**src/rtl/fisc_defines.sv**
```systemverilog
// Shared FISC instruction-format widths.
`ifndef R_FMT_OPCODE_SZ
`define R_FMT_OPCODE_SZ 11
`endif

```
**src/rtl/fisc_dispatch_pkg.sv**
```systemverilog
// Types, default sizes and opcode extraction for the microcode dispatch block.
`ifndef R_FMT_OPCODE_SZ
`define R_FMT_OPCODE_SZ 11
`endif

package fisc_dispatch_pkg;

   localparam int unsigned INSTR_W_DEF  = 32;
   localparam int unsigned OPCODE_W_DEF = `R_FMT_OPCODE_SZ;
   localparam int unsigned OPC_MSB_DEF  = 31;
   localparam int unsigned SEQ_LAT_DEF  = 2;
   localparam int unsigned TIMEOUT_DEF  = 255;
   localparam int unsigned CNT_W_DEF    = 16;

   typedef enum logic [2:0] {
      IDLE      = 3'd0,
      ISSUE     = 3'd1,
      LATENCY   = 3'd2,
      WAIT_LAST = 3'd3,
      WAIT_ACK  = 3'd4,
      WAIT_IDLE = 3'd5
   } state_e;

   // R-format opcode: OPCODE_W_DEF bits ending at bit msb of the instruction.
   function automatic logic [OPCODE_W_DEF-1:0] extract_opcode(input logic [63:0] instr,
                                                              input int unsigned msb);
      return OPCODE_W_DEF'(instr >> (msb + 1 - OPCODE_W_DEF));
   endfunction

endpackage

```
**src/rtl/microcode_dispatch_if.sv**
```systemverilog
// Fetch-side valid/ready channel plus the sequencer segment handshake.
interface microcode_dispatch_if #(
   parameter int unsigned INSTR_W  = 32,
   parameter int unsigned OPCODE_W = 11
) ();
   logic                instr_valid;
   logic                instr_ready;
   logic [INSTR_W-1:0]  instr;
   logic                flush;
   logic                sos;
   logic [OPCODE_W-1:0] microcode_opcode;
   logic                eos;

   // Dispatcher side.
   modport master (
      input  instr_valid, instr, flush, eos,
      output instr_ready, sos, microcode_opcode
   );

   // Fetch / sequencer side.
   modport slave (
      output instr_valid, instr, flush, eos,
      input  instr_ready, sos, microcode_opcode
   );
endinterface

```
**src/rtl/dispatch_inbuf.sv**
```systemverilog
// One-entry valid/ready instruction buffer with flush.
module dispatch_inbuf #(
   parameter int unsigned W = 32
) (
   input  logic         clk,
   input  logic         rst_n,
   input  logic         i_valid,
   input  logic [W-1:0] i_data,
   input  logic         i_flush,
   input  logic         i_drain,
   output logic         o_ready,
   output logic         o_valid,
   output logic [W-1:0] o_data
);
   logic         r_valid;
   logic [W-1:0] r_data;

   // Ready only while empty, so a fill and a drain never meet in one cycle.
   assign o_ready = rst_n && !r_valid;
   assign o_valid = r_valid;
   assign o_data  = r_data;

   // Flush or drain empties the entry; otherwise an accepted transfer fills it.
   always_ff @(posedge clk) begin
      if (!rst_n) begin
         r_valid <= 1'b0;
         r_data  <= '0;
      end else if (i_flush || i_drain) begin
         r_valid <= 1'b0;
      end else if (i_valid && o_ready) begin
         r_valid <= 1'b1;
         r_data  <= i_data;
      end
   end
endmodule

```
**src/rtl/microcode_dispatch.sv**
```systemverilog
// Issues buffered instructions to the microcode sequencer and tracks each segment
// through last word, done-acknowledge and return to idle.
module microcode_dispatch
   import fisc_dispatch_pkg::*;
#(
   parameter int unsigned INSTR_W  = INSTR_W_DEF,
   parameter int unsigned OPCODE_W = OPCODE_W_DEF,
   parameter int unsigned OPC_MSB  = OPC_MSB_DEF,
   parameter int unsigned SEQ_LAT  = SEQ_LAT_DEF,
   parameter int unsigned TIMEOUT  = TIMEOUT_DEF,
   parameter int unsigned CNT_W    = CNT_W_DEF
) (
   input  logic                 clk,
   input  logic                 rst_n,
   microcode_dispatch_if.master bus,
   output logic                 busy,
   output logic                 retire,
   output logic [CNT_W-1:0]     retire_count,
   output logic                 timeout_err
);
   localparam int unsigned LAT_W = $clog2(SEQ_LAT + 2);
   localparam int unsigned WD_W  = $clog2(TIMEOUT + 1);

   state_e              r_state, w_state;
   logic [LAT_W-1:0]    r_lat, w_lat;
   logic [WD_W-1:0]     r_wd, w_wd;
   logic                r_sos, w_sos;
   logic [OPCODE_W-1:0] r_opc, w_opc;
   logic                r_busy, w_busy;
   logic                r_retire, w_retire;
   logic [CNT_W-1:0]    r_cnt, w_cnt;
   logic                r_err, w_err;
   logic                w_drain;
   logic                w_wait;
   logic                w_buf_valid;
   logic [INSTR_W-1:0]  w_buf_data;

   dispatch_inbuf #(.W(INSTR_W)) u_inbuf (
      .clk     (clk),
      .rst_n   (rst_n),
      .i_valid (bus.instr_valid),
      .i_data  (bus.instr),
      .i_flush (bus.flush),
      .i_drain (w_drain),
      .o_ready (bus.instr_ready),
      .o_valid (w_buf_valid),
      .o_data  (w_buf_data)
   );

   assign bus.sos              = r_sos;
   assign bus.microcode_opcode = r_opc;
   assign busy                 = r_busy;
   assign retire               = r_retire;
   assign retire_count         = r_cnt;
   assign timeout_err          = r_err;

   // State and registered outputs.
   always_ff @(posedge clk) begin
      if (!rst_n) begin
         r_state  <= IDLE;
         r_lat    <= '0;
         r_wd     <= '0;
         r_sos    <= 1'b0;
         r_opc    <= '0;
         r_busy   <= 1'b0;
         r_retire <= 1'b0;
         r_cnt    <= '0;
         r_err    <= 1'b0;
      end else begin
         r_state  <= w_state;
         r_lat    <= w_lat;
         r_wd     <= w_wd;
         r_sos    <= w_sos;
         r_opc    <= w_opc;
         r_busy   <= w_busy;
         r_retire <= w_retire;
         r_cnt    <= w_cnt;
         r_err    <= w_err;
      end
   end

   // Segment sequencing, watchdog and next values of the registered outputs.
   always_comb begin
      w_state  = r_state;
      w_lat    = r_lat;
      w_wd     = r_wd;
      w_sos    = 1'b0;
      w_opc    = r_opc;
      w_retire = 1'b0;
      w_cnt    = r_cnt;
      w_err    = r_err;
      w_drain  = 1'b0;
      w_wait   = 1'b0;

      case (r_state)
         IDLE: begin
            // A same-cycle flush beats the issue.
            if (w_buf_valid && !bus.flush) begin
               w_state = ISSUE;
               w_sos   = 1'b1;
               w_opc   = OPCODE_W'(extract_opcode(64'(w_buf_data), OPC_MSB));
               w_drain = 1'b1;
               w_lat   = LAT_W'(SEQ_LAT);
            end
         end
         ISSUE: w_state = LATENCY;
         LATENCY: begin
            // eos is stale while the sequencer reads its ROM and loads the first word.
            if (r_lat != '0) w_lat = r_lat - LAT_W'(1);
            if (r_lat <= LAT_W'(1)) w_state = WAIT_LAST;
         end
         WAIT_LAST: begin
            w_wait = 1'b1;
            if (bus.eos) w_state = WAIT_ACK;
         end
         WAIT_ACK: begin
            w_wait = 1'b1;
            if (!bus.eos) w_state = WAIT_IDLE;
         end
         WAIT_IDLE: begin
            w_wait = 1'b1;
            if (bus.eos) begin
               w_state  = IDLE;
               w_retire = 1'b1;
               w_cnt    = r_cnt + CNT_W'(1);
            end
         end
         default: w_state = IDLE;
      endcase

      // Watchdog restarts on any state change and aborts a stalled wait.
      if (w_state != r_state) begin
         w_wd = '0;
      end else if (w_wait) begin
         if (r_wd == WD_W'(TIMEOUT - 1)) begin
            w_state = IDLE;
            w_err   = 1'b1;
            w_wd    = '0;
         end else begin
            w_wd = r_wd + WD_W'(1);
         end
      end

      w_busy = (w_state != IDLE);
   end
endmodule

```
**src/flat_wrapper.sv**
```systemverilog
// flat-port wrapper written by rule: the top's interface ports become plain ports
module microcode_dispatch_flat import fisc_dispatch_pkg::*;
#(
   parameter int unsigned INSTR_W  = INSTR_W_DEF,
   parameter int unsigned OPCODE_W = OPCODE_W_DEF,
   parameter int unsigned OPC_MSB  = OPC_MSB_DEF,
   parameter int unsigned SEQ_LAT  = SEQ_LAT_DEF,
   parameter int unsigned TIMEOUT  = TIMEOUT_DEF,
   parameter int unsigned CNT_W    = CNT_W_DEF
)
  (clk, rst_n, busy, retire, retire_count, timeout_err, bus_instr_valid, bus_instr, bus_flush, bus_eos, bus_instr_ready, bus_sos, bus_microcode_opcode);
  microcode_dispatch_if #(.INSTR_W(INSTR_W), .OPCODE_W(OPCODE_W)) bus_i ();
  input  logic clk;
  input  logic rst_n;
  output logic busy;
  output logic retire;
  output logic [CNT_W-1:0] retire_count;
  output logic timeout_err;
  input wire logic [$bits(bus_i.instr_valid)-1:0] bus_instr_valid;
  input wire logic [$bits(bus_i.instr)-1:0] bus_instr;
  input wire logic [$bits(bus_i.flush)-1:0] bus_flush;
  input wire logic [$bits(bus_i.eos)-1:0] bus_eos;
  output wire logic [$bits(bus_i.instr_ready)-1:0] bus_instr_ready;
  output wire logic [$bits(bus_i.sos)-1:0] bus_sos;
  output wire logic [$bits(bus_i.microcode_opcode)-1:0] bus_microcode_opcode;
  assign bus_i.instr_valid = bus_instr_valid;
  assign bus_i.instr = bus_instr;
  assign bus_i.flush = bus_flush;
  assign bus_i.eos = bus_eos;
  assign bus_instr_ready = bus_i.instr_ready;
  assign bus_sos = bus_i.sos;
  assign bus_microcode_opcode = bus_i.microcode_opcode;
  microcode_dispatch #(.INSTR_W(INSTR_W), .OPCODE_W(OPCODE_W), .OPC_MSB(OPC_MSB), .SEQ_LAT(SEQ_LAT), .TIMEOUT(TIMEOUT), .CNT_W(CNT_W)) u_core (.clk(clk), .rst_n(rst_n), .bus(bus_i), .busy(busy), .retire(retire), .retire_count(retire_count), .timeout_err(timeout_err));
endmodule
```
**config.mk**
```make
export PLATFORM = sky130hd
export DESIGN_NAME = microcode_dispatch_flat
export DESIGN_NICKNAME = d
export VERILOG_FILES = /design/src/rtl/fisc_defines.sv /design/src/rtl/fisc_dispatch_pkg.sv /design/src/rtl/microcode_dispatch_if.sv /design/src/rtl/dispatch_inbuf.sv /design/src/rtl/microcode_dispatch.sv /design/src/flat_wrapper.sv
export SDC_FILE = /design/constraint.sdc
export NUM_CORES = 1
export LEC_CHECK = 0
export CORE_UTILIZATION = 45
export CTS_CLUSTER_DIAMETER = 60
export DETAILED_ROUTE_END_ITERATION = 8
export PLACE_DENSITY_LB_ADDON = 0.2
export SLEW_MARGIN = 20
export SYNTH_ARGS = -nofsm -noshare
export SYNTH_HDL_FRONTEND = slang
export SYNTH_SLANG_ARGS = --single-unit
```
**constraint.sdc**
```tcl
create_clock -name clk -period 2.2 [get_ports clk]
set_input_delay 0.33 -clock clk [delete_from_list [all_inputs] [get_ports clk]]
set_output_delay 0.33 -clock clk [all_outputs]
set_load 0.1 [all_outputs]
```
==> reports/qor_table.md, run 1 <==
| Parameter | Value |
|---|---|
| Outcome | completed |
| Endpoints failing setup | 0 |
| Top post-synthesis cells by count | 56 x dfxtp_1, 55 x nand2_1, 21 x a21oi_1 |
| Top FF cell, synth | dfxtp_1 |
| Complex-gate fraction of the synthesized area | 16.1% |
| Number of antenna repair diodes | 0 |
| Data required time at the worst endpoint | 2.43 ns |
| Number of nets in the synthesized netlist | 340 |
| Power density over the cells | 573 mW/mm^2 |
| Remaining global-route overflow | 0 |
| Startpoint types | flop |
| Critical-path cell with the highest stage delay | dfxtp_1 |
| Combinational family with the most area after synthesis | simple AND/OR/NAND/NOR gates |
| Number of hold violations in the final report | 0 |
| Global route hottest layer | met2 |
| Number of nets with antenna violations after routing | 0 |
| Share of layout cells above drive strength 1 | 19.5% |
| Number of cells in the finished layout apart from fillers | 419 |
| R2r endpoint | u_core.r_wd[4]$_SDFFE_PP0N_ |
| Core Box Area | 0.00520 mm^2 |
| Proportion of synthesized area in mux cells | 0% |
| Final hold slack | 0.460 ns |
| Area of the mapped netlist | 0.00248 mm^2 |
| Max-slew violation total from the final report | 0 |
| Global routing usage on met3 | 2.99% |
| Met2 track utilization from global routing | 31.5% |
| Effective utilization at floorplan | 47.7% |
| TNS Setup | 0 ns |
| Mean instance size in the synthesized netlist | 8.33 um^2 |
| GRT Overall Usage | 19.0% |
| Layout Skew | 0.0139 ns |
| Final std cell area, no fill | 0.00311 mm^2 |
| Initial DRT Pass Iterations | 4 |
| Count of port buffers added during placement | 47 |
| VDD IR-drop max | 0.373 mV |
| Xor and xnor area share after synthesis | 4.94% |
| Post-layout minimum cycle time | 1.86 ns |
| WP buf/inv | 0 |
| Most common cell in the netlist | dfxtp_1 |
| Detailed-route vias per instance | 5.14 |
| Fmax | 539 MHz |
| Type of the most critical hold path | reg2reg |
| Async S/R FF share, synth | 0% |
| CTS tree | built |
| Post-synth EDFFs | 0 |
| Number of top-level design ports | 69 |
| Instance area after placement | 0.00302 mm^2 |
| Global-route track usage on met1 | 25.2% |
| Post-synthesis adder-cell area fraction | 2.52% |
| Worst setup path end | u_core.r_wd[4]$_SDFFE_PP0N_ |
| Max-slew headroom at the worst pin | 67.1% |
| Final HPWL from detailed placement | 3830 um |
| Clock tree sinks | 56 |
| Slew at the pin with the worst max-slew slack | 0.492 ns |
| Clock slew at reported path FFs | 0.10 ns |
| Initial antenna violation count | 0 |
| Post-Syn Instances | 298 |
| Count of nets after finishing | 390 |
| Routed wirelength normalized by instance count | 12.3 um |
| Period utilisation layout | 84.4% |
| GP Congestion | 0.825 |
| Remaining DRCs | 0 |
| Fraction of the yosys area taken by sequential cells | 45.1% |
| Total number of placement rows | 26 |
| Vias after detailed routing | 2,154 |
| Synth Area in Simple Gates | 27.4% |
| Total wire length after detailed routing | 5140 um |
| Hold path depth | 2 |
| Count of cells along the worst register-to-register path | 4 |
| Ordered cell list for the critical path | and3b_1 > o21ai_0 > or3_1 > a31oi_1 |
| Number of placed instances, taps included | 411 |
| Max Buffers Root-to-Sink | 2 |
| Die height | 76.3 um |
| Arr. time, crit path | 2.08 ns |
| Die outline area | 0.00582 mm^2 |
| RSZ-0062 raised after global routing | false |
| Post-synth top area share | 45.1% |
| Maximum net fanout on the critical path | 15 |
| Slowest Stage Delay on Critical Path | 0.64 ns |
| Number of DRC markers in iteration 0 | 84 |
| Setup repair bufs after CTS | 0 |
| Largest cells by area after synthesis | dfxtp_1 45%, nand2_1 8.3%, a21oi_1 4.2% |
| Leak pwr | 1.16 nW |
| Master cell of the clock root buffer | clkbuf_8 |
| Chip Width | 76.3 um |
| Clock buffer count from CTS | 5 |
| Post-synthesis sequential element count | 56 |
| Area delta synth->final | 25.2% |
| Number of H-tree levels | 2 |
| Crit-path leading delay family | simple AND/OR/NAND/NOR gates |
| Yosys warnings | 0 |
| Area leader, netlist | dfxtp_1 |
| Insertion delay to the later sink of the worst-skew pair | 0.31 ns |
| Worst Path Class, Setup | reg2reg |
| Count of max-cap constraint violations | 0 |
| Library cells used by synthesis | 44 |
| Via count of the first global-routing pass | 2,070 |
| Global-route wire length before repair | 9090 um |
| Hold bufs inserted after CTS | 0 |
| Crit. path cell count | 4 |
| Start point of the critical path | u_core.r_state[1]$_SDFF_PN0_ |
| Pin count of the biggest net entering global routing | 26 |
| CTS resizes | 0 |
| Worst reg2reg path startpoint | u_core.r_state[1]$_SDFF_PN0_ |
| Internal reg-to-reg setup slack | 0.34 ns |
| Sort of element at the end of the critical path | flop |
## cell type report
class / count / area (um^2)
Fill cell: 491 / 2100
Multi-Input combinational cell: 217 / 1270
Sequential cell: 56 / 1130
Timing Repair Buffer: 60 / 500
Tap cell: 70 / 87.6
Clock buffer: 5 / 68.8
Inverter: 8 / 30.0
Clock inverter: 3 / 21.3
## power by group
group          total, mW  switching, mW  internal (mW)
logic              0.167         0.0961         0.0707
registers           1.05         0.0164           1.03
clock network      0.566          0.339          0.227
total               1.78          0.452           1.33
## cell families after synthesis
group,Yosys count
DFF,56
buffers and inverters,25
adders and majority gates,5
AOI/OAI and AO/OA,64
xor gates and xnor gates,14
and+or+nand+nor,134
## flip-flops by register name, summed over array words and instances, names as in the netlist
name,flops
u_core.retire,1
u_core.timeout_err,1
u_core.r_lat,2
u_core.r_wd,8
u_core.u_inbuf.o_valid,1
u_core.retire_count,16
u_core.busy,1
u_core.r_state,3
u_core.bus.sos,1
u_core.u_inbuf.o_data,11
u_core.bus.microcode_opcode,11
## metrics by stage
step                      setup WS [ns]  total power, mW  util [%]
after detailed placement         0.0973             1.24      58.0
after floorplan                   0.137             1.17         -
after CTS                         0.365             1.80      59.7
after global placement            0.111             1.24      58.0
final                             0.344             1.78      59.7
after global routing              0.159             1.85      59.7
## routing by layer
layer  part of all wire (%)  vias to the layer above
li1                       -                     1137
met1                     51                      982
met2                     46                       33
met3                    2.4                        2
met4                   0.53                        0
met5                      0                        -
## cells in the final DEF (no fill, tap or decap), drive strengths merged, types with 6 or more instances in the layout
master	n
a21oi	21
nor2	20
xnor2	8
clkdlybuf4s50	15
nand3	6
dfxtp	56
or3	8
buf	45
o21ai	20
xor2	6
nand2	55
nor4	6
nor3	11
inv	8
## worst min path at each step
| stage | from | end | slack [ns] |
|---|---|---|---|
| 6_report | u_core.u_inbuf.o_data[28]$_SDFFE_PN0P_ | u_core.bus.microcode_opcode[7]$_SDFFE_PN0P_ | 0.46 |
| 4_1_cts | u_core.u_inbuf.o_data[28]$_SDFFE_PN0P_ | u_core.bus.microcode_opcode[7]$_SDFFE_PN0P_ | 0.46 |
| 3_3_place_gp | u_core.u_inbuf.o_data[30]$_SDFFE_PN0P_ | u_core.bus.microcode_opcode[9]$_SDFFE_PN0P_ | 0.44 |
| 2_1_floorplan | bus_flush | u_core.bus.sos$_SDFF_PN0_ | 0.41 |
| 5_1_grt | u_core.u_inbuf.o_data[22]$_SDFFE_PN0P_ | u_core.bus.microcode_opcode[1]$_SDFFE_PN0P_ | 0.48 |
| 3_5_place_dp | u_core.u_inbuf.o_data[28]$_SDFFE_PN0P_ | u_core.bus.microcode_opcode[7]$_SDFFE_PN0P_ | 0.44 |
## worst register-to-register path, cell delays in order (launching register included)
cell and delay (ns):
dfxtp_1 0.64, and3b_1 0.39, o21ai_0 0.20, or3_1 0.39
a31oi_1 0.16
(Power assumes the default switching activity.)
==> inputs of run 2 (changes only) <==
- clock period: 2.2 -> 1.86 ns (I/O delays scaled with it)
==> run 2 against run 1 <==
Non-clock buffer count is 12 higher. Highest routed layer unchanged. Cell count rose by 2.6%. Register-to-register slack got worse by 0.24 ns.
==> reports/qor_table.md, run 2 (synthesized netlist as in run 1, its figures left out) <==
| Parameter | Value |
|---|---|
| Sort of element at the end of the critical path | flop |
| Worst Path Class, Setup | reg2reg |
| Worst-case hold path end point | u_core.bus.microcode_opcode[5]$_SDFFE_PN0P_ |
| Ordered cell list for the critical path | inv_1 > ha_1 > nand2b_1 > a2111oi_2 > buf_4 > or2_2 > o221ai_1 |
| Global routing usage on met3 | 3.11% |
| Endpoints failing setup | 0 |
| Routed wirelength normalized by instance count | 12.1 um |
| Critical-path cell with the highest stage delay | a2111oi_2 |
| R2r endpoint | u_core.busy$_SDFF_PN0_ |
| Insertion delay to the later sink of the worst-skew pair | 0.30 ns |
| Flop pwr share | 55.8% |
| Global-route track usage on met1 | 23.8% |
| Type of the most critical hold path | reg2reg |
| Global-route wire length before repair | 9050 um |
| Clock buffer count from CTS | 5 |
| Final-layout fill cell count | 455 |
| Clock slew at reported path FFs | 0.10 ns |
| Initial DRT Pass Iterations | 4 |
| Combinational group share of total power | 9.8% |
| Fmax | 568 MHz |
| Number of hold violations in the final report | 0 |
| Slew at the pin with the worst max-slew slack | 0.378 ns |
| Slowest Stage Delay on Critical Path | 0.44 ns |
| Max FFs per register | 16 |
| Global route hottest layer | met2 |
| Count of port buffers added during placement | 47 |
| Remaining global-route overflow | 0 |
| Most common cell after layout, fill and taps aside | buf_4 |
| Final hold slack | 0.459 ns |
| Number of antenna repair diodes | 0 |
| Detailed-route vias per instance | 5.13 |
| Portion of total power attributed to the clock network | 34.4% |
| Total wire length after detailed routing | 5180 um |
| Worst setup timing slack at the placement stage | -0.185 ns |
| Initial antenna violation count | 0 |
| Met2 track utilization from global routing | 32.7% |
| Via count of the first global-routing pass | 2,099 |
| Leak pwr | 1.24 nW |
| Max-slew headroom at the worst pin | 74.6% |
| Count of cells along the worst register-to-register path | 7 |
| Net switching power | 0.495 mW |
| Power Internal | 1.70 mW |
| Maximum net fanout on the critical path | 3 |
| Number of top-level design ports | 69 |
| Die height | 76.3 um |
| GP Congestion | 0.797 |
| Power density over the cells | 675 mW/mm^2 |
| Count of nets after finishing | 402 |
| Clock tree sinks | 56 |
| Die outline area | 0.00582 mm^2 |
| Count of max-cap constraint violations | 0 |
| Number of nets with antenna violations after routing | 0 |
| Internal reg-to-reg setup slack | 0.10 ns |
| Number of H-tree levels | 2 |
| Switching fraction of total power | 22.6% |
| Area delta synth->final | 30.6% |
| Minimum setup slack in the final design | 0.100 ns |
| Vias after detailed routing | 2,207 |
| Share of layout cells above drive strength 1 | 24.2% |
| RSZ-0062 raised after global routing | false |
| Hold bufs inserted after CTS | 0 |
| Startpoint of the tightest hold check path | u_core.bus.microcode_opcode[5]$_SDFFE_PN0P_ |
| Total number of placement rows | 26 |
| Top library cells by usage in the layout, fill and taps aside | 56 x buf_4, 54 x nand2_1, 42 x dfxtp_1, 21 x a21oi_1 |
| Post-layout minimum cycle time | 1.76 ns |
| VDD IR-drop max | 0.339 mV |
| Layout Skew | 0.0106 ns |
| Core Box Area | 0.00520 mm^2 |
| Chip Width | 76.3 um |
| CTS tree | built |
| Max-slew violation total from the final report | 0 |
| Data required time at the worst endpoint | 2.03 ns |
| Outcome | completed |
| Final HPWL from detailed placement | 3840 um |
| Arr. time, crit path | 1.93 ns |
| Effective utilization at floorplan | 47.7% |
| GRT Overall Usage | 18.8% |
| Number of DRC markers in iteration 0 | 71 |
| Worst reg2reg path startpoint | u_core.r_lat[1]$_SDFFE_PN0P_ |
| Period utilisation layout | 94.6% |
| Pin count of the biggest net entering global routing | 24 |
| Startpoint types | flop |
| Master cell of the clock root buffer | clkbuf_8 |
| Max Buffers Root-to-Sink | 2 |
| Remaining DRCs | 0 |
| Hold path depth | 2 |
[run 2: cell types whose count changed in the layout (fill, tap and decap cells not counted), moves of 2 or more]
cell / before / now
dfxtp_1: 50 / 42
dfxtp_4: 0 / 6
buf_4: 44 / 56
dfxtp_2: 6 / 8
[run 2: layout make-up]
| cell class | instances | area (um^2) | area share, % |
|---|---|---|---|
| clock buffer | 6 | 72.6 | 2.24 |
| tap | 70 | 87.6 | 2.70 |
| multi-input combinational | 217 | 1280 | 39.5 |
| clock inverter | 1 | 30.0 | 0.926 |
| sequential | 56 | 1150 | 35.6 |
| timing repair buffer | 72 | 591 | 18.2 |
| inverter | 8 | 30.0 | 0.926 |
[run 2: worst max path at each step]
stage / startpoint / end / slack, ns / cells past startpoint
2_1_floorplan: u_core.retire_count[13]$_SDFFE_PN0P_ / u_core.retire_count[15]$_SDFFE_PN0P_ / -0.03 / 4
3_3_place_gp: bus_eos / u_core.retire_count[15]$_SDFFE_PN0P_ / -0.17 / 5
3_5_place_dp: bus_eos / u_core.retire_count[15]$_SDFFE_PN0P_ / -0.18 / 5
4_1_cts: u_core.r_lat[1]$_SDFFE_PN0P_ / u_core.r_wd[0]$_SDFFE_PP0N_ / 0.03 / 6
5_1_grt: u_core.r_lat[1]$_SDFFE_PN0P_ / u_core.r_wd[2]$_SDFFE_PP0N_ / 0.008 / 7
6_report: u_core.r_lat[1]$_SDFFE_PN0P_ / u_core.busy$_SDFF_PN0_ / 0.10 / 7
[run 2: power groups by stage]
stage                     Sequential, mW  Clock, mW  Combinational, mW
final                               1.22      0.754              0.214
after global routing                1.23      0.823              0.233
after CTS                           1.22      0.770              0.214
after detailed placement            1.25          0              0.213
after global placement              1.25          0              0.211
after floorplan                     1.28          0             0.0959
[run 2: what timing repair did]
item                                    CTS  global route
endpoints found under the setup margin    0             2
endpoints found under the hold margin     0             0
setup buffers                             0             0
gates resized for setup                   0             3
[run 2: metrics by stage]
step | instance area [um^2] | setup TNS [ns] | power, mW | utilization [%] | instances
floorplan | 2520 | -0.0318 | 1.37 | - | 298
global placement | 3140 | -0.420 | 1.46 | 60.3 | 423
detailed placement | 3140 | -0.603 | 1.46 | 60.3 | 423
CTS | 3240 | 0 | 2.21 | 62.3 | 430
global route | 3240 | 0 | 2.28 | 62.3 | 430
finish | 3240 | 0 | 2.19 | 62.3 | 430
[run 2: routing by layer]
layer / wire (um) / part of all wire (%) / up-vias
met5: 0 / 0 / -
met4: 51 / 0.98 / 0
met3: 204 / 3.9 / 5
met2: 2380 / 46 / 52
met1: 2550 / 49 / 988
li1: - / - / 1162
[run 2: worst max-delay path, delay by kind of cell, from the launching register on]
kind            cells  cell delay (ns)
compound gates      2             0.57
flops               1             0.36
simple gates        2             0.28
buf+inv             2             0.26
fa+ha+maj           1             0.17
==> inputs of run 3 (changes only) <==
- PLACE_DENSITY: unset -> 0.71
- PLACE_DENSITY_LB_ADDON: 0.2 -> unset
- SYNTH_HIERARCHICAL: unset -> 1
==> run 3 against run 2 <==
Die area is 8.5% higher. First-iteration DRC count is 14% higher. Routed wire length is 8.4% higher. Core utilization is 2.9 points lower. Sequential cell count stayed put. Cell count is 0.47% lower. Sequential share of layout area is 1.3 points lower. Sequential power hardly changed. Critical path depth is 3 lower. Non-clock buffer count stayed put. Register-to-register slack better by 0.02 ns. Critical path type unchanged. Largest cell class unchanged. Fmax is 0.91% higher.
==> reports/qor_table.md, run 3 <==
| Parameter | Value |
|---|---|
| Die outline area | 0.00632 mm^2 |
| Number of DRC markers in iteration 0 | 81 |
| Max Buffers Root-to-Sink | 2 |
| Data required time at the worst endpoint | 2.09 ns |
| Master cell of the clock root buffer | clkbuf_8 |
| Startpoint types | flop |
| Number of top-level design ports | 69 |
| CTS tree | built |
| Number of nets with antenna violations after routing | 0 |
| Remaining DRCs | 0 |
| Outcome | completed |
| Number of H-tree levels | 2 |
| Via count of the first global-routing pass | 2,081 |
| Type of the most critical hold path | reg2reg |
| CTS resizes | 0 |
| R2r endpoint | u_core/retire_count[11]$_SDFFE_PN0P_ |
| Sort of element at the end of the critical path | flop |
| Number of antenna repair diodes | 0 |
| Maximum net fanout on the critical path | 10 |
| Final standard cell utilization of the core | 59.4% |
| Share of layout cells above drive strength 1 | 26.4% |
| Start point of the critical path | u_core/r_state[0]$_SDFF_PN0_ |
| Final HPWL from detailed placement | 4080 um |
| Area of the mapped netlist | 0.00270 mm^2 |
| Worst setup path end | u_core/retire_count[11]$_SDFFE_PN0P_ |
| Die height | 79.5 um |
| Routed wirelength normalized by instance count | 13.1 um |
| Post-layout minimum cycle time | 1.74 ns |
| Final-layout fill cell count | 498 |
| Count of nets after finishing | 397 |
| Pin count of the biggest net entering global routing | 26 |
| TNS Setup | 0 ns |
| Total design power | 2.09 mW |
| Yosys warnings | 6 |
| Ordered cell list for the critical path | and4b_1 > nand3_4 > or4_1 > a21oi_1 |
| Chip Width | 79.5 um |
| Worst Path Class, Setup | reg2reg |
| Max-slew violation total from the final report | 0 |
| GRT Overall Usage | 18.8% |
| Initial DRT Pass Iterations | 4 |
| Arr. time, crit path | 1.97 ns |
| Clock slew at reported path FFs | 0.10 ns |
| Fmax | 573 MHz |
| Worst reg2reg path startpoint | u_core/r_state[0]$_SDFF_PN0_ |
| Slew at the pin with the worst max-slew slack | 0.638 ns |
| Final hold slack | 0.456 ns |
| Most common cell after layout, fill and taps aside | buf_4 |
| Detailed-route vias per instance | 5.44 |
| Critical-path cell with the highest stage delay | dfxtp_1 |
| Max FFs per register | 16 |
| Area delta synth->final | 24.0% |
| Number of hold violations in the final report | 0 |
| Total wire length after detailed routing | 5620 um |
| Count of cells along the worst register-to-register path | 4 |
| Post-Syn Instances | 301 |
| VDD IR-drop max | 0.375 mV |
| Initial antenna violation count | 0 |
| Setup repair bufs after CTS | 0 |
| Slowest Stage Delay on Critical Path | 0.53 ns |
| Count of max-cap constraint violations | 0 |
| RSZ-0062 raised after global routing | false |
| Top library cells by usage in the layout, fill and taps aside | 55 x buf_4, 43 x nand2_1, 43 x dfxtp_1, 26 x a21oi_1, 16 x nor2_1 |
| Insertion delay to the later sink of the worst-skew pair | 0.31 ns |
| Leak pwr | 1.22 nW |
| Global-route wire length before repair | 9470 um |
| Internal reg-to-reg setup slack | 0.12 ns |
| Number of nets in the synthesized netlist | 343 |
| Max-slew headroom at the worst pin | 56.9% |
| Total number of placement rows | 27 |
| Mean instance size in the synthesized netlist | 8.97 um^2 |
| Endpoints failing setup | 0 |
| GP Congestion | 0.797 |
| Period utilisation layout | 93.8% |
| Hold bufs inserted after CTS | 0 |
| Effective utilization at floorplan | 47.9% |
| Clock tree sinks | 56 |
| Layout Skew | 0.0130 ns |
| Core Box Area | 0.00564 mm^2 |
| Vias after detailed routing | 2,327 |
| Power density over the cells | 624 mW/mm^2 |
| Remaining global-route overflow | 0 |
| Count of port buffers added during placement | 47 |
| Clock buffer count from CTS | 5 |
==> run 3: metal layers <==
layer | track usage (%) | vias to the layer above | wire [um]
met5 | 0 | - | 0
met4 | 6.55 | 0 | 69
met3 | 2.74 | 5 | 159
met2 | 32.2 | 39 | 2700
met1 | 23.8 | 1099 | 2690
li1 | - | 1184 | -
==> run 3: where the power goes <==
part	internal, mW	leakage, nW	switching (mW)
clock	0.264	0.0412	0.375
combinational	0.100	0.714	0.127
sequential	1.21	0.461	0.0138
==> run 3: worst min path at each step <==
| stage | end | startpoint | depth (start not counted) | slack (ns) |
|---|---|---|---|---|
| 2_1_floorplan | u_core/u_inbuf/o_valid$_SDFFE_PP0P_ | bus_flush | 1 | 0.36 |
| 5_1_grt | u_core/bus.microcode_opcode[0]$_SDFFE_PN0P_ | u_core/u_inbuf/o_data[21]$_SDFFE_PN0P_ | 2 | 0.48 |
| 4_1_cts | u_core/bus.microcode_opcode[0]$_SDFFE_PN0P_ | u_core/u_inbuf/o_data[21]$_SDFFE_PN0P_ | 2 | 0.46 |
| 3_3_place_gp | u_core/bus.microcode_opcode[0]$_SDFFE_PN0P_ | u_core/u_inbuf/o_data[21]$_SDFFE_PN0P_ | 2 | 0.44 |
| 6_report | u_core/bus.microcode_opcode[4]$_SDFFE_PN0P_ | u_core/u_inbuf/o_data[25]$_SDFFE_PN0P_ | 2 | 0.46 |
| 3_5_place_dp | u_core/bus.microcode_opcode[0]$_SDFFE_PN0P_ | u_core/u_inbuf/o_data[21]$_SDFFE_PN0P_ | 2 | 0.44 |
==> run 3: worst max-delay path, delay by kind of cell (launching register included) <==
kind | cells | cell delay, ns
AND/OR/NAND/NOR | 3 | 0.97
flip-flops | 1 | 0.53
AO/OA/AOI/OAI | 1 | 0.16
==> run 3: through the flow <==
step	instances	setup WS (ns)	cell area (um^2)
final	428	0.116	3350
after global routing	428	0.0123	3350
after detailed placement	420	-0.0780	3270
after CTS	428	0.109	3350
after global placement	420	-0.0326	3270
after floorplan	301	0.0581	2730
==> run 3: final cells by class <==
type / instances / area, um^2 / share of cell area (%)
clock buffer: 6 / 72.6 / 2.17
clock inverter: 2 / 12.5 / 0.373
inverter: 10 / 37.5 / 1.12
multi-input combinational: 210 / 1390 / 41.4
sequential: 56 / 1150 / 34.2
tap: 72 / 90.1 / 2.69
timing repair buffer: 72 / 603 / 18.0
